==> src/rtl/apb_reg_slave_pkg.sv <==
// Shared types and constants for the APB register slave.
// The optional error-response feature is controlled by APB_REG_SLAVE_PSLVERR_EN
// (see apb_reg_slave.sv).
package apb_reg_slave_pkg;

  // Transfer FSM: waiting for a setup phase, or inside an access phase.
  typedef enum logic [0:0] {
    ST_IDLE   = 1'b0,
    ST_ACCESS = 1'b1
  } state_e;

  localparam int DATA_W = 32;
  localparam int ADDR_W = 32;
  localparam int CTR_W  = 4;

  // Data returned for a read that misses the register window.
  localparam logic [DATA_W-1:0] MISS_RDATA = 32'hDEAD_BEEF;

endpackage

==> src/rtl/apb_wait_ctr.sv <==
// Wait-state counter: clears on a new transfer, counts while the slave
// holds off PREADY, and flags the cycle in which the next edge must raise it.
module apb_wait_ctr
  import apb_reg_slave_pkg::*;
#(
  parameter int WAIT_CYCLES = 0
) (
  input  logic clk,
  input  logic rst,
  input  logic clr,
  input  logic en,
  output logic done
);

  localparam int CMP_W = CTR_W + 1;

  logic [CTR_W-1:0] count_r;

  // Counter register: clear wins over enable, otherwise hold.
  always_ff @(posedge clk or posedge rst) begin
    if (rst) begin
      count_r <= {CTR_W{1'b0}};
    end else if (clr) begin
      count_r <= {CTR_W{1'b0}};
    end else if (en) begin
      count_r <= count_r + CTR_W'(1);
    end else begin
      count_r <= count_r;
    end
  end

  // Compare one bit wider so the +1 can never wrap into a false match.
  always_comb begin
    done = (({1'b0, count_r} + CMP_W'(1)) == CMP_W'(WAIT_CYCLES));
  end

endmodule

==> src/rtl/apb_reg_slave.sv <==
// APB register slave: word-addressed register bank behind one PSEL bit, with
// configurable PREADY wait states.
// Optional feature macro APB_REG_SLAVE_PSLVERR_EN: when defined, misses raise
// PSLVERR and miss reads return 32'hDEAD_BEEF; when undefined, PSLVERR stays 0
// and miss reads return 0.
module apb_reg_slave
  import apb_reg_slave_pkg::*;
#(
  parameter logic [ADDR_W-1:0] BASE_ADDR   = 32'h8000_0000,
  parameter int                DEPTH       = 16,
  parameter int                WAIT_CYCLES = 0,
  parameter int                SEL_IDX     = 0
) (
  input  logic              HCLK,
  input  logic              HRESET,
  input  logic [2:0]        PSEL,
  input  logic              PENABLE,
  input  logic              PWRITE,
  input  logic [ADDR_W-1:0] PADDR,
  input  logic [DATA_W-1:0] PWDATA,
  output logic [DATA_W-1:0] PRDATA,
  output logic              PREADY,
  output logic              PSLVERR
);

  localparam int                IDX_W = (DEPTH > 1) ? $clog2(DEPTH) : 1;
  localparam logic [ADDR_W-1:0] SPAN  = 32'(4 * DEPTH);

`ifdef APB_REG_SLAVE_PSLVERR_EN
  localparam logic              ERR_EN   = 1'b1;
  localparam logic [DATA_W-1:0] MISS_VAL = MISS_RDATA;
`else
  localparam logic              ERR_EN   = 1'b0;
  localparam logic [DATA_W-1:0] MISS_VAL = 32'h0000_0000;
`endif

  state_e             state_r, state_n_s;
  logic               rdy_r, rdy_n_s;
  logic               err_r, err_n_s;
  logic [DATA_W-1:0]  rdata_r, rdata_n_s;
  logic               wr_r, wr_n_s;
  logic               hit_r, hit_n_s;
  logic [IDX_W-1:0]   idx_r, idx_n_s;

  logic               sel_s;
  logic               hit_s;
  logic [ADDR_W-1:0]  off_s;
  logic [IDX_W-1:0]   idx_s;
  logic               ctr_clr_s;
  logic               ctr_en_s;
  logic               ctr_done_s;
  logic               commit_s;

  logic [DATA_W-1:0]  bank_r [DEPTH];

  apb_wait_ctr #(
    .WAIT_CYCLES (WAIT_CYCLES)
  ) u_wait_ctr (
    .clk  (HCLK),
    .rst  (HRESET),
    .clr  (ctr_clr_s),
    .en   (ctr_en_s),
    .done (ctr_done_s)
  );

  // Address decode: aligned, inside [BASE, BASE+4*DEPTH), word index from offset.
  always_comb begin
    sel_s = |(PSEL & (3'b001 << SEL_IDX));
    off_s = PADDR - BASE_ADDR;
    idx_s = off_s[IDX_W+1:2];
    hit_s = (PADDR[1:0] == 2'b00) && (PADDR >= BASE_ADDR) && (off_s < SPAN);
  end

  // Next-state and next-output logic for the transfer FSM.
  always_comb begin
    state_n_s = state_r;
    rdy_n_s   = rdy_r;
    err_n_s   = err_r;
    rdata_n_s = rdata_r;
    wr_n_s    = wr_r;
    hit_n_s   = hit_r;
    idx_n_s   = idx_r;
    ctr_clr_s = 1'b0;
    ctr_en_s  = 1'b0;
    commit_s  = 1'b0;
    case (state_r)
      ST_IDLE: begin
        // PENABLE high while idle is a protocol error and is ignored.
        if (sel_s && !PENABLE) begin
          wr_n_s    = PWRITE;
          hit_n_s   = hit_s;
          idx_n_s   = idx_s;
          if (PWRITE) begin
            rdata_n_s = rdata_r;
          end else if (hit_s) begin
            rdata_n_s = bank_r[idx_s];
          end else begin
            rdata_n_s = MISS_VAL;
          end
          rdy_n_s   = (WAIT_CYCLES == 0);
          err_n_s   = (WAIT_CYCLES == 0) && !hit_s && ERR_EN;
          ctr_clr_s = 1'b1;
          state_n_s = ST_ACCESS;
        end else begin
          state_n_s = ST_IDLE;
        end
      end
      ST_ACCESS: begin
        if (rdy_r) begin
          // Completion cycle: only an in-window write touches the bank.
          commit_s  = wr_r && hit_r;
          rdy_n_s   = 1'b0;
          err_n_s   = 1'b0;
          state_n_s = ST_IDLE;
        end else if (!sel_s || !PENABLE) begin
          // Master walked away before completion: abandon without committing.
          rdy_n_s   = 1'b0;
          err_n_s   = 1'b0;
          ctr_clr_s = 1'b1;
          state_n_s = ST_IDLE;
        end else begin
          ctr_en_s = 1'b1;
          if (ctr_done_s) begin
            rdy_n_s = 1'b1;
            err_n_s = !hit_r && ERR_EN;
          end else begin
            rdy_n_s = 1'b0;
            err_n_s = 1'b0;
          end
        end
      end
      default: begin
        rdy_n_s   = 1'b0;
        err_n_s   = 1'b0;
        state_n_s = ST_IDLE;
      end
    endcase
  end

  // FSM state, latched transfer attributes and registered bus outputs.
  always_ff @(posedge HCLK or posedge HRESET) begin
    if (HRESET) begin
      state_r <= ST_IDLE;
      rdy_r   <= 1'b0;
      err_r   <= 1'b0;
      rdata_r <= 32'h0000_0000;
      wr_r    <= 1'b0;
      hit_r   <= 1'b0;
      idx_r   <= {IDX_W{1'b0}};
    end else begin
      state_r <= state_n_s;
      rdy_r   <= rdy_n_s;
      err_r   <= err_n_s;
      rdata_r <= rdata_n_s;
      wr_r    <= wr_n_s;
      hit_r   <= hit_n_s;
      idx_r   <= idx_n_s;
    end
  end

  // Register bank: write data is taken from the completion cycle.
  always_ff @(posedge HCLK or posedge HRESET) begin
    if (HRESET) begin
      for (int i = 0; i < DEPTH; i++) begin
        bank_r[i] <= 32'h0000_0000;
      end
    end else if (commit_s) begin
      bank_r[idx_r] <= PWDATA;
    end else begin
      bank_r[idx_r] <= bank_r[idx_r];
    end
  end

  assign PRDATA  = rdata_r;
  assign PREADY  = rdy_r;
  assign PSLVERR = err_r;

endmodule
==> config.mk <==
export PLATFORM = sky130hd
export DESIGN_NAME = apb_reg_slave
export DESIGN_NICKNAME = d
export VERILOG_FILES = /design/src/rtl/apb_reg_slave_pkg.sv /design/src/rtl/apb_wait_ctr.sv /design/src/rtl/apb_reg_slave.sv
export SDC_FILE = /design/constraint.sdc
export NUM_CORES = 1
export LEC_CHECK = 0
export CAP_MARGIN = 20
export CELL_PAD_IN_SITES_DETAIL_PLACEMENT = 1
export CELL_PAD_IN_SITES_GLOBAL_PLACEMENT = 1
export CORE_AREA = 2 2 285 427
export CTS_CLUSTER_DIAMETER = 50
export DETAILED_ROUTE_END_ITERATION = 8
export DIE_AREA = 0 0 287 429
export PLACE_DENSITY_LB_ADDON = 0.1
export SLEW_MARGIN = 15
export SYNTH_ARGS = -nofsm -noshare
export SYNTH_HDL_FRONTEND = slang
export SYNTH_SLANG_ARGS = --single-unit
==> constraint.sdc <==
create_clock -name HCLK -period 28.5 [get_ports HCLK]
set_input_delay 7.125 -clock HCLK [delete_from_list [all_inputs] [get_ports HCLK]]
set_output_delay 7.125 -clock HCLK [all_outputs]
set_load 0.005 [all_outputs]
==> results of run 1 <==
-- routing by layer --
layer / vias up / share of wire, % / global-route usage (%)
met2: 431 / 52 / 36.7
met4: 0 / 2.2 / 5.52
met1: 12600 / 43 / 25.3
li1: 10900 / - / -
met5: - / 0 / 0
met3: 158 / 3.3 / 2.48
-- sequential cells by signal (all words and copies together), names as in the netlist --
register,flops
PRDATA,32
u_wait_ctr.count_r,4
state_r,1
wr_r,1
hit_r,1
bank_r,512
idx_r,4
PREADY,1
-- Yosys cell counts (2+ instances only) --
| cell | n | share of area (%) |
|---|---|---|
| sky130_fd_sc_hd__a21oi_1 | 35 | 0.59 |
| sky130_fd_sc_hd__a222oi_1 | 32 | 1.1 |
| sky130_fd_sc_hd__a22oi_1 | 33 | 0.84 |
| sky130_fd_sc_hd__a2bb2oi_1 | 32 | 0.95 |
| sky130_fd_sc_hd__a31oi_1 | 256 | 5.4 |
| sky130_fd_sc_hd__a32o_1 | 32 | 1.1 |
| sky130_fd_sc_hd__and3b_1 | 2 | 0.059 |
| sky130_fd_sc_hd__buf_1 | 5 | 0.063 |
| sky130_fd_sc_hd__buf_2 | 63 | 1.1 |
| sky130_fd_sc_hd__buf_4 | 27 | 0.68 |
| sky130_fd_sc_hd__buf_6 | 31 | 1.2 |
| sky130_fd_sc_hd__buf_8 | 2 | 0.10 |
| sky130_fd_sc_hd__clkbuf_1 | 150 | 1.9 |
| sky130_fd_sc_hd__dfrtp_1 | 556 | 47 |
| sky130_fd_sc_hd__ha_1 | 2 | 0.084 |
| sky130_fd_sc_hd__inv_1 | 4 | 0.051 |
| sky130_fd_sc_hd__mux2_1 | 6 | 0.23 |
| sky130_fd_sc_hd__mux2_2 | 123 | 4.7 |
| sky130_fd_sc_hd__mux2_4 | 3 | 0.15 |
| sky130_fd_sc_hd__mux2i_1 | 384 | 13 |
| sky130_fd_sc_hd__nand2_1 | 305 | 3.9 |
| sky130_fd_sc_hd__nand2b_1 | 6 | 0.13 |
| sky130_fd_sc_hd__nand3_1 | 4 | 0.068 |
| sky130_fd_sc_hd__nand4_1 | 3 | 0.063 |
| sky130_fd_sc_hd__nand4_2 | 32 | 1.4 |
| sky130_fd_sc_hd__nor2_1 | 358 | 4.5 |
| sky130_fd_sc_hd__nor2_2 | 6 | 0.13 |
| sky130_fd_sc_hd__nor2b_1 | 6 | 0.13 |
| sky130_fd_sc_hd__nor3_2 | 2 | 0.068 |
| sky130_fd_sc_hd__nor3_4 | 2 | 0.11 |
| sky130_fd_sc_hd__nor3b_2 | 2 | 0.084 |
| sky130_fd_sc_hd__nor4_1 | 6 | 0.13 |
| sky130_fd_sc_hd__o21ai_0 | 257 | 4.3 |
| sky130_fd_sc_hd__o21ai_1 | 36 | 0.61 |
| sky130_fd_sc_hd__o22ai_1 | 68 | 1.4 |
| sky130_fd_sc_hd__o2bb2ai_1 | 32 | 0.95 |
| sky130_fd_sc_hd__or3_1 | 32 | 0.68 |
| sky130_fd_sc_hd__or4_1 | 32 | 0.81 |
-- worst max path at each step --
stage	start	end	slack, ns	cells after the start
2_1_floorplan	HRESET	PRDATA[0]$_DFFE_PP0P_	5.83	1
3_3_place_gp	HRESET	idx_r[0]$_DFFE_PP0P_	17.31	5
3_5_place_dp	HRESET	idx_r[0]$_DFFE_PP0P_	17.23	5
4_1_cts	HRESET	idx_r[0]$_DFFE_PP0P_	17.98	5
5_1_grt	HRESET	idx_r[0]$_DFFE_PP0P_	17.58	5
6_report	PADDR[2]	PRDATA[0]$_DFFE_PP0P_	18.05	7
-- area by class of cell --
| cell class | count | share of cell area (%) |
|---|---|---|
| multi-input cells | 2142 | 41.5 |
| flip-flops and latches | 556 | 39.8 |
| clock buffers | 109 | 6.77 |
| well taps | 1570 | 5.61 |
| repair buffers | 166 | 4.54 |
| clock inverters | 45 | 1.66 |
| inverters | 4 | 0.0644 |
| diodes | 2 | 0.0143 |
-- cell families (layout without fill, tap and decap cells) --
logic type | after synthesis | after routing | share of synthesized area (%)
compound gates | 816 | 816 | 17.4
fa+ha+maj | 2 | 2 | 0.0845
buf+inv | 282 | 324 | 5.04
flops | 556 | 556 | 47.0
mux | 516 | 516 | 18.0
other cells | 1 | 3 | 0.0127
simple gates | 807 | 807 | 12.5
-- power by group --
group,switching (mW),internal (mW)
registers,0.251,1.12
clock network,0.414,0.681
logic,0.640,0.453
total,1.30,2.25
-- stage by stage --
| step | utilization (%) | hold WS (ns) |
|---|---|---|
| floorplan | - | 0.464 |
| global placement | 26.6 | 0.478 |
| detailed placement | 26.7 | 0.490 |
| CTS | 29.2 | 0.502 |
| global route | 29.4 | 0.528 |
| finish | 29.4 | 0.496 |
-- worst max-delay path: stages --
cell and delay, ns:
sky130_fd_sc_hd__buf_8 0.46, sky130_fd_sc_hd__buf_4 0.88, sky130_fd_sc_hd__buf_4 0.90, sky130_fd_sc_hd__mux2i_1 0.28, sky130_fd_sc_hd__o22ai_1 0.16, sky130_fd_sc_hd__or4_1 0.57, sky130_fd_sc_hd__a32o_1 0.27
==> summary.md, run 1 <==
Global routing used 20.3% of the available tracks across all layers. The run gives 0 as the count of antenna-violating nets left after detailed routing. The layout has 13,400 filler cells. The routed design has 125 mm of wire. The worst setup path is captured at a register. The actual slew at the worst max-slew pin was 1.09 ns.

Clock period minus final worst setup slack: 10.45 ns. The average via count per standard cell is 5.25. The logs give 0.735 for the final estimated routing congestion in global placement and 155 for the placement row count.

Footprint of the multi-input gates: 0.0145 mm². Buffers inserted to repair hold after CTS numbered 0. The endpoint identified for the worst register-to-register timing path is bank_r[246]$_DFFE_PP0P_. For this design the top-level I/O count stands at 105.

During synthesis, Yosys emitted a total of 0 warnings. The worst setup path is of the in -> reg kind. The origin of the worst min-delay path was PRDATA[22]$_DFFE_PP0P_.

After detailed routing, the number of remaining DRC violations is 0. In the final layout, the share of cells above drive strength 1 is 14.1%. The reg-to-reg startpoint is idx_r[0]$_DFFE_PP0P_. The number of enable-type register cells in the synthesized netlist is 0. The tool flagged a number of max-cap violations equal to 0. The library cell used most frequently in the layout, excluding fill and tap cells, is sky130_fd_sc_hd__dfrtp_1. Adding up every negative setup slack in the final design gives 0 ns. TritonCTS built the clock tree. In the layout the commonest cells are sky130_fd_sc_hd__dfrtp_1 (554), sky130_fd_sc_hd__mux2i_1 (384), sky130_fd_sc_hd__nor2_1 (357). For the final database, setup skew stands at 0.0309 ns. In the finished design, the share of the clock period the worst path needs comes to 36.7%.

Across all setup checks in the final design, the least slack found is 18.05 ns. After clock tree synthesis, the clock-pin slew on the worst setup and hold paths is 0.06 ns. Prior to clock tree synthesis, the placed netlist has a worst setup slack of 17.23 ns. The run gives 556 as the number of sinks handled by clock tree synthesis.

The classification of the worst-slack hold path is reg -> reg. Detailed routing inserted a total of 24,100 vias. IR analysis of the VDD net gives a maximum drop of 0.0451 mV. Data required time of the worst path: 29.04 ns.

The initial antenna violation count is 2. The logs give 0.0350 mm² for the summed area of non-filler cells in the final layout and 0.0139 mm² for the register cell area after layout. For the number of buffers added for setup after CTS, the log shows 0. The run gives 4,432 as the instance count after placement with tap cells included.

For the core outline area, the log shows 0.119 mm². The later pin in the worst-skew pair is clocked with a latency of 0.67 ns. The tools report the HPWL after detailed placement as 71.3 mm.

Setup repair after global routing left no endpoint under its margin. After clock tree synthesis, the repair step resized 0 gates. The worst reg2reg path depth was 6.

The tools report the static leakage as 14.6 nW. The first-iteration detailed-routing DRC count was 1,403. In the final routed layout, each cell accounts on average for 27.2 µm.

Once the floorplan was initialized, standard cells occupied 24.9% of the core. In this run, synthesis produced a sequential element count of 556. The number of max-slew violations in the final report is 0. The worst setup path is launched from an input port. The run gives 3,053 as the synthesized netlist net count. The average instance in the mapped netlist occupies 9.94 µm². The placed standard-cell area is 0.0318 mm². In this run the horizontal extent of the chip is 287 µm. The unique cell type count in the Yosys netlist came out at 51.

The tools report the number of cells in the finished layout apart from fillers as 4,594. Across all register-to-register paths, the minimum setup slack is 24.18 ns. The run gives 184 mm as the global-route wire length before repair. For this design the ratio of total power to cell area is 102 mW/mm². The number of cells on the worst hold path is 1, and the worst path arrival time is 10.99 ns.

In the synthesized netlist the async set-or-reset flop fraction comes to 100%. CTS placed an instance of sky130_fd_sc_hd__clkbuf_16 at the clock tree root. The tools report the maximum number of pins on one net before global-route repair as 106. For the overall overflow remaining after global route, the log shows 0.

For the H-tree depth reported by CTS, the log shows 3. The flow ran to the end, and the final reports show no timing, DRC or antenna violations. The die covers 0.123 mm².

The path with the worst hold slack has its endpoint at PRDATA[22]$_DFFE_PP0P_. The post-layout total power was 3.55 mW; the maximum clock path buffer count was 3. The signed area change from the synthesized netlist to the final layout is 18.1%.

The run gives 26,200 as the via count of the first global-routing pass. In this run the worst path has a maximum fanout of 63. The cell count after synthesis came out at 2,980. Measured along the y axis, the die boundary spans 429 µm. Summing every instance area after synthesis gives 0.0296 mm².

At the end of the flow, the number of nets in the layout was 3,028. Count of input and output buffers: 101. After synthesis, flip-flops and latches occupy 47.0% of the total area.

Setup violations remaining at the end of the flow were counted as 0. The most used flip-flop cell after synthesis is sky130_fd_sc_hd__dfrtp_1. The total clock buffers created by CTS is 85.

The highest achievable clock rate is 0.0957 GHz, and the worst slew margin relative to its limit is 27.1%. The first TritonRoute pass finished after 6 iterations. Final count of hold timing violations: 0.
(Power assumes the default switching activity.)
==> run 2, diff against run 1 <==
==> constraint.sdc (replaced) <==
create_clock -name HCLK -period 9.3 [get_ports HCLK]
set_input_delay 2.325 -clock HCLK [delete_from_list [all_inputs] [get_ports HCLK]]
set_output_delay 2.325 -clock HCLK [all_outputs]
set_load 0.005 [all_outputs]
==> summary.md, run 2 (synthesis gave the netlist of run 1 again) <==
The switching share of power is 36.8% (was 36.7%), and the signed area change from the synthesized netlist to the final layout is 18.2% (was 18.1%). Worst path arrival time: 5.54 ns (was 10.99 ns). The library cell contributing the largest single delay on the critical path is sky130_fd_sc_hd__clkdlybuf4s50_1 (was sky130_fd_sc_hd__buf_4). The initial core utilization was 24.9% (unchanged); the area of the die was 0.123 mm² (unchanged). The number of cells on the worst hold path was 2 (was 1); the data required time of the worst path was 9.85 ns (was 29.04 ns). The combined buffer and inverter count along the critical path is 2 (was 3). The post-route clock period utilization works out to 53.7%.

The run gives 0 (unchanged) as the number of buffers added for setup after CTS. The switching power of the nets is 4.02 mW (was 1.30 mW). The number of instances resized during post-cts repair was 0 (unchanged); the number of sinks handled by clock tree synthesis was 556 (unchanged).

The total global routing track utilization is 20.2% (was 20.3%). The via count came out at 24,200 (was 24,100). The logs give 142 (was 106) for the maximum number of pins on one net before global-route repair and 14.6 nW (about the same) for the static leakage.

The chip height came out at 429 µm (unchanged). Chip width: 287 µm (unchanged). The tools report the number of max-slew violations in the final report as 0 (unchanged). The clock network power share was 30.8% (about the same).

The setup TNS after final layout came out at 0 ns (unchanged). The classification of the worst-slack hold path was reg -> reg (unchanged). The highest cell delay on the worst timing path came out at 0.74 ns (was 0.90 ns). Setup repair after global routing left no endpoint under its margin.

For this run, the top clock speed supported by timing is 0.200 GHz. Element type at the critical path end: a register (unchanged). The logs give 183 mm (was 184 mm) for the global-route wire length before repair and 0 (unchanged) for the number of remaining DRC errors. The H-tree depth reported by CTS was 3 (unchanged).

The logs give 4,429 (was 4,432) for the instance count after placement with tap cells included and 125 mm (about the same) for the total wire length. The kind of critical path is in -> reg (unchanged). The fraction of layout instances using a drive strength above 1 was 14.1% (about the same). The actual slew at the worst max-slew pin is 1.12 ns (was 1.09 ns). The number of cells in the finished layout apart from fillers was 4,595 (was 4,594). The family with the most delay on the worst path was buffers and inverters (unchanged). The worst slew margin relative to its limit was 25.5% (was 27.1%); the post-detailed-route wirelength per cell was 27.1 µm (was 27.2 µm). The number of optimization iterations in the first detailed-route pass was 5 (was 6). The logs give 87 (was 85) for the total clock buffers created by CTS and 69.3 mm (was 71.3 mm) for the HPWL after detailed placement. The biggest fanout along the worst timing path is 33 (was 63). Crit path cell chain: clkdlybuf4s50_1, nand2b_4, buf_4, o22ai_1, or4_1, a32o_1 (was buf_8, buf_4, buf_4, mux2i_1, o22ai_1, or4_1, a32o_1). The design internal power was 6.90 mW (was 2.25 mW). The leading cell type in the layout, fill and taps excluded is sky130_fd_sc_hd__dfrtp_1 (unchanged). The run finished with clean final reports.

Worst reg2reg path depth: 5 (was 6). TritonCTS built the clock tree. The largest clock skew in the final design was 0.0316 ns (was 0.0309 ns).

Top library cells by usage in the layout, fill and taps aside: sky130_fd_sc_hd__dfrtp_1 (554), sky130_fd_sc_hd__mux2i_1 (384), sky130_fd_sc_hd__nor2_1 (357) (unchanged). The first-iteration detailed-routing DRC count came out at 1,431 (was 1,403). The run gives 0 (unchanged) as the count of antenna-violating nets left after detailed routing. The maximum clock path buffer count was 3 (unchanged).

The kind of start point of the critical path is an input port (unchanged). The run gives 105 (unchanged) as the I/O pin count. The clock period minus final worst setup slack is 4.99 ns. The cell at the root of the clock tree was sky130_fd_sc_hd__clkbuf_16 (unchanged).

Power per unit of standard cell area: 312 mW/mm² (was 102 mW/mm²). The register name with the most flops is bank_r (unchanged). The logs give 0 (unchanged) for the number of buffers added to fix hold violations after cts and 155 (unchanged) for the placement row count.

The logs give 30.7% (was 30.8%) for the power share of the combinational group and 0 (unchanged) for the overall overflow remaining after global route. The part of the total power dissipated in sequential elements was 38.4% (about the same); the via count of the first global-routing pass was 26,200 (about the same). For the count of nets after finishing, the log shows 3,030 (was 3,028). For the core outline area, the log shows 0.119 mm² (unchanged).

The largest vdd supply drop is 0.156 mV (was 0.0451 mV). The worst-skew pair later-pin latency was 0.68 ns (was 0.67 ns); the number of flip-flops in the largest register was 512 (unchanged). The final count of hold timing violations was 0 (unchanged).

The count of input and output buffers was 101 (unchanged); the clock slew seen by the registers of the worst setup and hold paths was 0.06 ns (about the same). The initial antenna violation count was 7 (was 2); the average via count per standard cell was 5.26 (was 5.25). The tools report the final estimated routing congestion in global placement as 0.736 (was 0.735). The run gives 0 (unchanged) as the total of endpoints with negative setup slack in the final report. The run gives 0 (unchanged) as the number of violations of the max-capacitance limit.

The number of cells on the critical path is 6 (was 7), and the final standard cell utilization of the core is 29.4% (about the same).
[run 2: cell type report]
| class | count | area (µm²) |
|---|---|---|
| multi-input combinational | 2142 | 14500 |
| clock buffer | 115 | 2470 |
| timing repair buffer | 166 | 1610 |
| inverter | 4 | 18.8 |
| antenna | 1 | 2.50 |
| clock inverter | 41 | 488 |
| tap | 1570 | 1960 |
| fill | 13400 | 84100 |
| sequential | 556 | 13900 |
[run 2: routing by layer]
layer  up-vias  track usage, %  part of all wire (%)
met4         4            5.51                   2.3
met1     12700            26.2                    45
met5         -               0                 0.019
met3       166            2.43                   3.4
met2       450            35.1                    49
li1      10900               -                     -
[run 2: worst paths after layout]
check	to	start	slack, ns
max in group asynchronous	bank_r[184]$_DFFE_PP0P_	HRESET	5.29
worst max-delay path	PRDATA[30]$_DFFE_PP0P_	PADDR[3]	4.31
worst min-delay path	bank_r[394]$_DFFE_PP0P_	bank_r[394]$_DFFE_PP0P_	0.50
min in group asynchronous	bank_r[86]$_DFFE_PP0P_	HRESET	2.11
worst max register to register	bank_r[207]$_DFFE_PP0P_	idx_r[0]$_DFFE_PP0P_	5.59
worst min register to register	bank_r[394]$_DFFE_PP0P_	bank_r[394]$_DFFE_PP0P_	0.50
[run 2: power groups by stage]
stage          clock network (mW)  registers [mW]  logic (mW)
3_5_place_dp                    0            4.24        3.36
3_3_place_gp                    0            4.15        3.23
4_1_cts                      3.47            4.20        3.36
6_report                     3.37            4.20        3.36
5_1_grt                      3.57            4.36        3.75
2_1_floorplan                   0            3.99        2.54
[run 2: metrics by stage]
stage	total power, mW	instance area [µm²]	worst slack, ns	hold WS [ns]
3_5_place_dp	7.60	31800	3.61	0.490
2_1_floorplan	6.54	29600	-0.593	0.464
6_report	10.9	35000	4.31	0.497
5_1_grt	11.7	35000	4.26	0.531
4_1_cts	11.0	34800	4.32	0.502
3_3_place_gp	7.38	31800	3.62	0.478
[run 2: tightest hold or removal path: stages, from the launching register on]
cell and delay, ns:
sky130_fd_sc_hd__dfrtp_1 0.35, sky130_fd_sc_hd__nand2_1 0.05, sky130_fd_sc_hd__o21ai_0 0.06
